$ cat config.mk
export PLATFORM = sky130hd
export DESIGN_NAME = bram_stream_reader
export DESIGN_NICKNAME = d
export VERILOG_FILES = /design/src/rtl/bram_stream_reader.sv
export SDC_FILE = /design/constraint.sdc
export NUM_CORES = 1
export LEC_CHECK = 0
export CAP_MARGIN = 30
export CORE_MARGIN = 2
export CORE_UTILIZATION = 50
export CTS_BUF_LIST = sky130_fd_sc_hd__clkbuf_4
export DETAILED_ROUTE_END_ITERATION = 7
export GPL_ROUTABILITY_DRIVEN = 0
export PLACE_DENSITY = 0.78
export SYNTH_ARGS = -nofsm -noshare
export SYNTH_HDL_FRONTEND = slang
export SYNTH_SLANG_ARGS = --single-unit
export TNS_END_PERCENT = 100
$ cat constraint.sdc
create_clock -name clk -period 4.9 [get_ports clk]
set_input_delay 0.49 -clock clk [delete_from_list [all_inputs] [get_ports clk]]
set_output_delay 0.49 -clock clk [all_outputs]
set_load 0.02 [all_outputs]
$ cat src/rtl/bram_stream_reader.sv
// rtl/bram_stream_reader.sv - burst reader for a sync-read block RAM with a 2-entry stream buffer
// Optional feature macro: BRAM_STREAM_READER_STRIDE_EN (per-burst address stride port).
module bram_stream_reader #(
  parameter  int WIDTH = 8,
  parameter  int DEPTH = 256,
  localparam int ADDRW = $clog2(DEPTH)
) (
  input  logic             clk,
  input  logic             rst_n,
  input  logic             start,
  input  logic [ADDRW-1:0] base_addr,
  input  logic [ADDRW:0]   len,
`ifdef BRAM_STREAM_READER_STRIDE_EN
  input  logic [ADDRW-1:0] stride,
`endif
  output logic             busy,
  output logic             done,
  output logic [ADDRW-1:0] addr_read,
  input  logic [WIDTH-1:0] data_in,
  output logic [WIDTH-1:0] m_data,
  output logic             m_valid,
  input  logic             m_ready,
  output logic             m_last
);

  typedef enum logic [1:0] {S_IDLE, S_RUN, S_FLUSH} state_t;

  localparam logic [ADDRW:0] DEPTH_W = (ADDRW+1)'(DEPTH);
  localparam logic [ADDRW:0] ONE_W   = (ADDRW+1)'(1);

  state_t           state_q, state_d;
  logic [ADDRW-1:0] addr_q, addr_d;
  logic [ADDRW:0]   left_q, left_d;
  logic             inflight_q, inflight_d;
  logic             inflight_last_q, inflight_last_d;
  logic [WIDTH-1:0] fifo_data_q [2];
  logic [WIDTH-1:0] fifo_data_d [2];
  logic [1:0]       fifo_last_q, fifo_last_d;
  logic             rd_ptr_q, rd_ptr_d, wr_ptr_q, wr_ptr_d;
  logic [1:0]       count_q, count_d;
  logic             done_q, done_d;

  logic             push, pop, issue, accept;
  logic [2:0]       occ;
  logic [ADDRW-1:0] step;
  logic [ADDRW:0]   addr_sum, addr_wrap;

  assign m_valid   = (count_q != 2'd0);
  assign m_data    = fifo_data_q[rd_ptr_q];
  assign m_last    = m_valid & fifo_last_q[rd_ptr_q];
  assign busy      = (state_q != S_IDLE) | done_q;
  assign done      = done_q;
  assign addr_read = addr_q;

  assign push   = inflight_q;
  assign pop    = m_valid & m_ready;
  assign accept = (state_q == S_IDLE) & ~done_q & start & (len != '0);

  // A read issued now lands next cycle, so it needs a free slot once this cycle's push/pop settle.
  assign occ   = {1'b0, count_q} + {2'b00, inflight_q} - {2'b00, pop};
  assign issue = (state_q == S_RUN) && (occ < 3'd2);

  assign addr_sum  = {1'b0, addr_q} + {1'b0, step};
  assign addr_wrap = (addr_sum >= DEPTH_W) ? (addr_sum - DEPTH_W) : addr_sum;

`ifdef BRAM_STREAM_READER_STRIDE_EN
  logic [ADDRW-1:0] stride_q, stride_d;
  assign stride_d = accept ? stride : stride_q;
  assign step     = stride_q;
  always_ff @(posedge clk or negedge rst_n) begin
    if (!rst_n) stride_q <= '0;
    else        stride_q <= stride_d;
  end
`else
  assign step = ADDRW'(1);
`endif

  always_comb begin
    state_d         = state_q;
    addr_d          = addr_q;
    left_d          = left_q;
    done_d          = 1'b0;
    inflight_d      = issue;
    inflight_last_d = issue && (left_q == ONE_W);
    fifo_data_d     = fifo_data_q;
    fifo_last_d     = fifo_last_q;
    rd_ptr_d        = rd_ptr_q;
    wr_ptr_d        = wr_ptr_q;

    if (push) begin
      fifo_data_d[wr_ptr_q] = data_in;
      fifo_last_d[wr_ptr_q] = inflight_last_q;
      wr_ptr_d              = ~wr_ptr_q;
    end
    if (pop) rd_ptr_d = ~rd_ptr_q;
    count_d = count_q + {1'b0, push} - {1'b0, pop};

    case (state_q)
      S_IDLE: begin
        if (accept) begin
          state_d = S_RUN;
          addr_d  = base_addr;
          left_d  = len;
        end else if (start && !done_q) begin
          done_d = 1'b1;
        end
      end
      S_RUN: begin
        if (issue) begin
          addr_d = addr_wrap[ADDRW-1:0];
          left_d = left_q - ONE_W;
          if (left_q == ONE_W) state_d = S_FLUSH;
        end
      end
      S_FLUSH: begin
        if (pop && m_last) begin
          done_d  = 1'b1;
          state_d = S_IDLE;
        end
      end
      default: state_d = S_IDLE;
    endcase
  end

  always_ff @(posedge clk or negedge rst_n) begin
    if (!rst_n) begin
      state_q         <= S_IDLE;
      addr_q          <= '0;
      left_q          <= '0;
      inflight_q      <= 1'b0;
      inflight_last_q <= 1'b0;
      fifo_data_q     <= '{default: '0};
      fifo_last_q     <= '0;
      rd_ptr_q        <= 1'b0;
      wr_ptr_q        <= 1'b0;
      count_q         <= 2'd0;
      done_q          <= 1'b0;
    end else begin
      state_q         <= state_d;
      addr_q          <= addr_d;
      left_q          <= left_d;
      inflight_q      <= inflight_d;
      inflight_last_q <= inflight_last_d;
      fifo_data_q     <= fifo_data_d;
      fifo_last_q     <= fifo_last_d;
      rd_ptr_q        <= rd_ptr_d;
      wr_ptr_q        <= wr_ptr_d;
      count_q         <= count_d;
      done_q          <= done_d;
    end
  end

endmodule

* After elaboration in Yosys (flattened, before gate mapping) *
Cells that the tools add are included.

storage, ports and cells
  output and inout port bits = 20
  flip-flop bits (word level) = 44
  logic and storage cells = 86
  input bits = 29

operators by class
  reductions and logical operators = 14
  bitwise gates (word level) = 11
  add/sub/neg operators = 7
  multiplexer cells = 27
  equality and inequality tests = 7
  magnitude comparators = 8

operator list
  cell                                                count
  2-to-1 mux 8 bit                                    7
  2-to-1 mux 9 bit                                    2
  case mux 9 bit (2 select lines)                     1
  bitwise mux 16 bit                                  1
  case mux 8 bit (2 select lines)                     1
  adder 8 x 1 -> 9 bit, second input constant         1
  == test 9 x 1 -> 1 bit, second input constant       1
  >= comparator 9 bit, second input constant          1
  nonzero test 9 bit                                  1
  subtractor 9 x 1 -> 9 bit, second input constant    1
  demux 8 bit (select 1 bit)                          1
  2-to-1 mux 2 bit                                    4
  subtractor 8 x 1 -> 8 bit, second input constant    1
  logical AND 1 bit                                   6
  2-to-1 mux 1 bit                                    6
  inequality test 2 bit, second input constant        3
  case mux 2 bit (3 select lines)                     1
  nonzero test 2 bit                                  3
  bitwise AND 1 bit                                   5
  >= comparator 2 bit, second input constant          2
  < comparator 1 x 2 -> 1 bit, second input constant  2
  NOT 1 -> 2 bit                                      2
  AND reduction 4 bit                                 1
  adder 2 x 1 -> 3 bit                                1
  other kinds (17)                                    19

* Logic depth before layout (Yosys ltp) *
Gate-level depths: netlist of run 1.

  word-level depth = 7
  mapped depth = 10
  depth with buffers taken out = 10

* Least setup slack after synthesis of run 1 *
OpenSTA, ideal clock, no wires.

  path type = input to register
  start point = input m_ready
  end point = register addr_q[7], in the netlist addr_read[7]
  buffers on the path = 1
  path slack = 2505 ps
  stages on the path = 9
  required time = 4837 ps
  library setup time = 63 ps
  arrival = 2332 ps
  path through = nand3_1 > o21ai_0 > ha_1 > fa_1 > xor2_1 > nand3_2 > buf_2 > a221oi_1 > o2bb2a_4

on the way
  longest elaborated chain between the ends = 6

ends and longest elaborated chain
  item                                    RTL line  RTL
  from (decl)                             22        input logic m_ready,
  bitwise AND 1 bit                       56        assign pop = m_valid & m_ready;
  subtractor 3 x 1 -> 3 bit               60        assign occ = {1'b0, count_q} + {2'b00, inflight_q} - {2'b00, pop};
  < comparator 3 x 2 -> 1 bit             61        assign issue = (state_q == S_RUN) && (occ < 3'd2);
  logical AND 1 bit                       61
  inequality test 2 bit (no source line)  n/a
  AND reduction 3 bit (no source line)    n/a
  to (signal assigned)                    140       addr_q <= addr_d;
  to (decl)                               32        logic [ADDRW-1:0] addr_q, addr_d;

Every way passes these cells.
A chain may end at the register's enable or synchronous reset.

* Worst setup path after layout of run 1 *
  start point = input m_ready
  end point = register left_q[6]

on the way
  longest elaborated chain between the ends = 6

ends and longest elaborated chain
  item                                    RTL line  RTL
  bitwise AND 1 bit                       56
  subtractor 3 x 1 -> 3 bit               60
  < comparator 3 x 2 -> 1 bit             61
  logical AND 1 bit                       61
  inequality test 2 bit (no source line)  n/a
  AND reduction 3 bit (no source line)    n/a
  to (signal assigned)                    141       left_q <= left_d;
  to (decl)                               33        logic [ADDRW:0] left_q, left_d;

Every way passes these cells.

==> impl_metrics.yaml, run 1 <==
power_and_ir_drop:
  cellPowerDensity_nw_per_um2: 701
  combinationalPowerShare: 0.534
  switchingPower_w: 0.000884
  p_int_w: 0.00126
  leakagePower_nw: 1.25
  vdd_ir_drop_max_mv: 0.307
  p_seq_frac: 0.313
  clock_power_share: 0.153
  p_sw_frac: 0.412
route:
  via_count: 1900
  drt-pass1-iter-count: 5
  routedWlPerCell_um: 16.4
  drt_iter0_drc: 79
  finalWirelength_um: 5220
  drc_errors: 0
  vias_per_cell: 5.97
  ant_nets: 0
layout:
  drive_above_1_share: 0.205
  nFillCells: 382
  area_growth_pct: 27.2
  final_cells: 318
  nets: 297
  antenna_cells: 0
  fin_util: 0.651
flow_run:
  maxCapViolCount: 0
global_routing:
  grt-ovfl-total: 0
  grt_usage: 0.212
  antenna_found_initial: 0
  grt_max_degree: 45
  grt_pass1_vias: 1882
  grt_first_pass_wirelength_um: 8740
sta:
  grt_setup_unrepaired: "no"
  finalSetupViolCount: 0
  finalMaxSlewViolations: 0
  tns_ps: 0
  clock.fmax_ghz: 0.361
  holdWs_ps: 10.0
  setup_ws_ps: 2130
  fin_crit_sh: 0.565
  worst_pin_slew_ps: 783
  final_hold_viol_count: 0
  slew-limit-headroom: 0.477
  fin_crit_ps: 2770
  finalClockSkew_ps: 13.8
die:
  pin_count: 49
  rows: 25
  chipWidth_um: 73.3
  die_h_um: 73.3
  dieArea_um2: 5380
  coreArea_um2: 4690
  initial_core_util: 0.512
synthesis:
  synth-async-reset-ratio: 1.00
  synthesis.area_um2: 2400
  synth_nets: 249
  synth.avg_cell_area_um2: 11.2
  yosys_warnings: 0
  synth_cells: 215
  synth_top_area_share: 0.458
  synth_common_cells: "dfrtp_1, mux2_2, a21oi_1"
  synth-seq-cells: 44
  ys_types: 56
  synth_edf_count: 0
  synth_ff_type: "dfrtp_1"
  synthTopCellsByArea: "dfrtp_1, mux2_2, a21oi_1, o21ai_0, o2bb2a_4"
  ys_seq_area_frac: 0.458
  synth_most_common_cell: "dfrtp_1"
  yosysTopAreaCell: "dfrtp_1"
clock_tree:
  htreeDepth: 2
  post_cts_buffers: 0
  clock_sinks: 44
  cts_buffer_depth: 2
  worstSkewPairLatency_ps: 360
  clk_pin_slew_ps: 130
  cts-root-buf: "clkbuf_4"
  cts_buffers: 5
  cts_resized: 0
  cts_tree: "yes"
  cts_hold_buf: 0
place:
  portBuffers: 48
  hpwl_um: 3710
  dp_cells: 309
  dp_slack_ps: 1770
setup_path:
  crit_family: "simple AND/OR/NAND/NOR gates"
  crit_path_start_kind: "input pin"
  crit_buf_inv: 1
  crit_chain: "clkdlybuf4s50_1, nand3_1, o21ai_0, ha_1, fa_1, xor2_1, nand3_2, and2_1, a221o_1"
  crit_fanout: 14
  arrival_ps: 3020
  max_stage_delay_ps: 470
  cp_data_required_time_ps: 5150
  crit_path_top_delay_cell: "clkdlybuf4s50_1"
  worstSetupPathType: "in -> reg"
  cp-end-kind: "flop"
worst_hold_path:
  min_path_type: "in -> async"
outcome:
  outcome: "finished clean"
-- final cells by class --
type / instances / area (um2) / area share
repair buffers: 50 / 503 / 0.165
multi-input cells: 151 / 1220 / 0.398
flip-flops and latches: 44 / 1100 / 0.360
inverters: 11 / 41.3 / 0.0135
clock inverters: 3 / 90.1 / 0.0295
clock buffers: 5 / 37.5 / 0.0123
well taps: 54 / 67.6 / 0.0221
-- flip-flops by register name, indices dropped and copies added (netlist names), 2 cells and up --
signal       cells
left_q           9
fifo_last_q      2
count_q          2
addr_read        8
state_q          2
fifo_data_q     16
-- layer usage --
layer | GRT usage | wire length [um] | vias to the layer above
met2 | 0.350 | 2590 | 66
met1 | 0.274 | 2220 | 913
met4 | 0.0768 | 71 | 0
li1 | - | - | 914
met3 | 0.0494 | 340 | 7
met5 | 0 | 0 | -
-- worst paths after layout --
check	startpoint	end	slack, ps	cells after the start
max	m_ready	left_q[6]	2130	9
min reg2reg	fifo_data_q[8]	fifo_data_q[8]	520	1
min	rst_n	left_q[5]	10	1
min in group clk	fifo_data_q[8]	fifo_data_q[8]	520	1
max reg2reg	count_q[1]	left_q[6]	2290	8
max in group asynchronous	rst_n	fifo_data_q[8]	4410	2
-- metrics by stage --
step	instance area [um2]	total power (W)
2_1_floorplan	2400	0.00146
3_3_place_gp	2910	0.00179
3_5_place_dp	2910	0.00181
4_1_cts	3040	0.00215
5_1_grt	3060	0.00229
6_report	3060	0.00214
-- cell families (layout without fill, tap and decap cells) --
group / count (synthesis) / count (layout) / share of synthesized area
fa+ha+maj: 5 / 5 / 0.0292
xor+xnor: 4 / 4 / 0.0146
compound gates: 59 / 59 / 0.190
mux: 29 / 29 / 0.134
flops: 44 / 44 / 0.458
simple gates: 54 / 54 / 0.139
buf+inv: 20 / 69 / 0.0354
-- cells in the final DEF, fill, tap and decap left out, drive strengths merged, types with 4 or more instances in the layout --
cell           count
a21oi             13
a311oi             4
clkbuf             5
clkdlybuf4s50     47
dfrtp             44
ha                 4
inv               11
mux2              26
nand2              5
nand3             10
nand4              4
nor2              13
nor3               5
o21ai             12
-- power by group through the flow --
stage,Sequential (W),Combinational (W),Clock (W)
finish,0.000670,0.00115,0.000328
global route,0.000696,0.00125,0.000347
CTS,0.000670,0.00114,0.000336
detailed placement,0.000679,0.00114,0
global placement,0.000671,0.00111,0
floorplan,0.000663,0.000801,0
(Power assumes the default switching activity.)
==> run 2: changes to the inputs <==
- CORE_UTILIZATION: 50 -> 48
- clock period: 4.9 -> 2.5 ns (I/O delays scaled with it)
==> impl_metrics.yaml, run 2 (synthesized netlist as in run 1, its figures left out) <==
setup_path:
  rr_endpoint: "addr_read[6]"
  worstSetupPathType: "reg -> reg"
  crit_path_top_delay_cell: "dfrtp_1"
  arrival_ps: 2590
  timing.rr.start: "count_q[0]"
  crit_chain: "inv_1, nand3_1, o21ai_0, ha_1, fa_2, xor2_2, nand3_4, buf_4, a211oi_1, o22ai_1"
  crit_path_start_kind: "flop"
  crit_fanout: 8
  reg2regPathDepth: 10
  cp_data_required_time_ps: 2750
  crit_family: "adder cells"
  worst-r2r-setup-slack_ps: 160
  crit_buf_inv: 2
  max_stage_delay_ps: 380
  cp-end-kind: "flop"
clock_tree:
  cts_buffer_depth: 2
  clk_pin_slew_ps: 150
  worstSkewPairLatency_ps: 360
  cts_buffers: 5
  post_cts_buffers: 0
  htreeDepth: 2
  clock_sinks: 44
  cts_tree: "yes"
  cts-root-buf: "clkbuf_4"
route:
  ant_nets: 0
  drt-pass1-iter-count: 4
  routedWlPerCell_um: 16.1
  drc_errors: 0
  via_count: 1973
  drt_iter0_drc: 132
  finalWirelength_um: 5510
  vias_per_cell: 5.75
die:
  coreArea_um2: 4790
  rows: 25
  pin_count: 49
  initial_core_util: 0.502
  dieArea_um2: 5590
  die_h_um: 74.7
  chipWidth_um: 74.7
layout:
  drive_above_1_share: 0.246
  final_common_cell: "clkdlybuf4s50_1"
  antenna_cells: 0
  nets: 309
  layout_common_cells: "clkdlybuf4s50_1, dfrtp_1, mux2_2"
  fin_util: 0.657
  area_growth_pct: 30.9
  largest_reg_flops: 16
  nFillCells: 410
  largest_register: "fifo_data_q"
global_routing:
  antenna_found_initial: 0
  grt_first_pass_wirelength_um: 8820
  grt_usage: 0.205
  grt_pass1_vias: 1920
  grt-ovfl-total: 0
  grt_max_degree: 39
place:
  dp_slack_ps: -293
  hpwl_um: 3990
  portBuffers: 48
sta:
  finalClockSkew_ps: 10.2
  tns_ps: 0
  fin_crit_sh: 0.936
  finalMaxSlewViolations: 0
  slew-limit-headroom: 0.488
  worst_pin_slew_ps: 767
  final_hold_viol_count: 0
  grt_setup_unrepaired: "no"
  clock.fmax_ghz: 0.427
  finalSetupViolCount: 0
  setup_ws_ps: 160
  fin_crit_ps: 2340
worst_hold_path:
  min_path_type: "in -> async"
power_and_ir_drop:
  cellPowerDensity_nw_per_um2: 1370
  leakagePower_nw: 1.29
  power_w: 0.00430
  vdd_ir_drop_max_mv: 0.744
flow_run:
  maxCapViolCount: 0
outcome:
  outcome: "finished clean"
[run 2: layer usage]
metal / wire (um) / vias up / GRT usage
li1: - / 924 / -
met1: 2470 / 967 / 0.271
met2: 2650 / 75 / 0.347
met3: 354 / 7 / 0.0455
met4: 41 / 0 / 0.0476
met5: 0 / - / 0
[run 2: report_power, final]
part	leakage [nW]	internal [W]	total [W]	switching (W)
clock network	0.0418	0.000214	0.000468	0.000254
logic	0.715	0.00122	0.00252	0.00130
registers	0.528	0.00102	0.00131	0.000290
[run 2: cell type report]
class                      instances  area (um2)  area share
clock buffer                       5        37.5      0.0119
tap                               67        83.8      0.0267
sequential                        44        1100       0.350
multi-input combinational        151        1240       0.394
timing repair buffer              62         596       0.189
inverter                          11        41.3      0.0131
clock inverter                     3        46.3      0.0147
[run 2: what timing repair did]
| item | 4_1_cts | 5_1_grt |
|---|---|---|
| setup endpoints to repair | 0 | 13 |
| resized for setup | 0 | 4 |
| hold buffers | 1 | 0 |
| endpoints found under the hold margin | 44 | 0 |
[run 2: worst max path at each step]
stage	from	endpoint	slack, ps	cells past startpoint
3_5_place_dp	m_ready	left_q[7]	-290	10
2_1_floorplan	count_q[1]	addr_read[7]	170	9
6_report	count_q[0]	addr_read[6]	160	10
3_3_place_gp	m_ready	left_q[7]	-160	10
5_1_grt	count_q[0]	addr_read[2]	20	11
4_1_cts	count_q[0]	left_q[7]	20	10
[run 2: through the flow]
| step | cell area (um2) | hold WS [ps] | std cells |
|---|---|---|---|
| 2_1_floorplan | 2400 | -45.6 | 215 |
| 3_3_place_gp | 3010 | 470 | 333 |
| 3_5_place_dp | 3030 | 107 | 334 |
| 4_1_cts | 3120 | 245 | 343 |
| 5_1_grt | 3150 | 255 | 343 |
| 6_report | 3150 | 250 | 343 |
==> RTL change: new RTL, settings of run 2 <==
Set the parameter `DEPTH` to 128 (it was 256).
--- a/src/rtl/bram_stream_reader.sv
+++ b/src/rtl/bram_stream_reader.sv
@@ -4,3 +4,3 @@
   parameter  int WIDTH = 8,
-  parameter  int DEPTH = 256,
+  parameter  int DEPTH = 128,
   localparam int ADDRW = $clog2(DEPTH)
Ports: changed (resized addr_read, base_addr and len); port bits go from 49 to 46. The function was not compared with the original's and may differ.
==> RTL change against run 2 <==
Worst setup slack got worse by 0.018 ns. Power shrank 17%. Cell area fell by 10%. Cell count down 11%. Via count is 12% lower. Sequential power shrank 8%. Routed wire length down 14%. Die area fell by 9.0%. Core utilization is 0.84 points lower. Global-route usage fell by 0.62 points. Sequential cell count shrank 2. Area after synthesis down 9.5%. Largest power group unchanged.
==> RTL change: results (changes against run 2) <==
- HPWL Detailed: 3360 um (was 3990 um)
- Status: finished, final reports clean (unchanged)
- Non-clock buffer count: 57 (was 62)
- DR WL/cell: 15.5 um (was 16.1 um)
- GR Util All Layers: 19.9% (was 20.5%)
- Iter 0 DRT Violations: 111 (was 132)
- Sequential area share after synthesis: 48.3% (was 45.8%)
- Number of port buffers: 45 (was 48)
- FF+latch area: 1050 um^2 (was 1100 um^2)
- #MultiIn Comb: 138 (was 151)
- Synth Net Count: 228 (was 249)
- Worst EP arrival: 2.66 ns (was 2.59 ns)
- Number of global-route vias before repair: 1687 (was 1920)
- Clock-cell share: 2.75% (was 2.67%)
- Power in sequential cells: 1.21 mW (was 1.31 mW)
- Cell variety after synth: 47 (was 56)
- Reg2reg setup slack: 0.14 ns (was 0.16 ns)
- Slew margin rel.: 66.9% (was 48.8%)
- FF+latch count, synth: 42 (was 44)
- Worst Skew: 0.00807 ns (was 0.0102 ns)
- Fillcell total: 362 (was 410)
- Worst IR Drop VDD: 0.000644 V (was 0.000744 V)
- Crit-path slowest cell: fa_1 (was dfrtp_1)
- CP max FO: 10 (was 8)
- Fraction of layout cells with a size suffix above 1: 23.0% (was 24.6%)
- Period minus WS final: 2.36 ns (was 2.34 ns)
- Seq area share: 37.2% (was 35.0%)
- # nets final: 283 (was 309)
- Via count: 1733 (was 1973)
- Pre-CTS WS: -0.293 ns (about the same)
- Signal inverters: 7 (was 11)
- P per Cell Area: 1270 nW/um^2 (was 1370 nW/um^2)
- Clock group total power: 433 uW (was 468 uW)
- Synth top cells by count: 42 x dfrtp_1, 26 x mux2_2, 13 x a21oi_1 (was 44 x dfrtp_1, 26 x mux2_2, 13 x a21oi_1)
- Critical Path End: left_q[3] (was addr_read[6])
- Placed inst area: 2690 um^2 (was 3030 um^2)
- Area contributors post-synth: dfrtp_1 48%, mux2_2 13%, a21oi_1 3.0%, ha_1 2.3%, nand2_1 2.1% (was dfrtp_1 46%, mux2_2 12%, a21oi_1 2.7%, o21ai_0 2.5%, o2bb2a_4 2.5%)
RTL change: through the flow:
stage	cells	hold slack [ns]	util, %
floorplan	196	-0.0456	-
global placement	292	0.445	61.8
detailed placement	292	0.441	61.8
CTS	300	0.0495	63.6
global route	304	0.188	64.9
finish	304	0.207	64.9
RTL change: cell families (layout without fill, tap and decap cells):
family                   count (synthesis)  count (layout)  share of synthesized area (%)
XOR/XNOR                                 3               3                           1.21
AND/OR/NAND/NOR                         55              55                           14.4
buffers and inverters                   16              72                           3.74
flip-flops                              42              42                           48.3
AO/OA/AOI/OAI                           48              48                           15.1
adder cells (fa/ha/maj)                  5               5                           3.22
multiplexers                            27              27                           13.9
RTL change: routing by layer:
metal  up-vias  GRT usage, %  share of wire, %
met5         -             0                 0
met4         0          4.40              0.93
met3         4          5.49               6.7
met2        63          32.9                49
met1       833          26.2                43
li1        833             -                 -
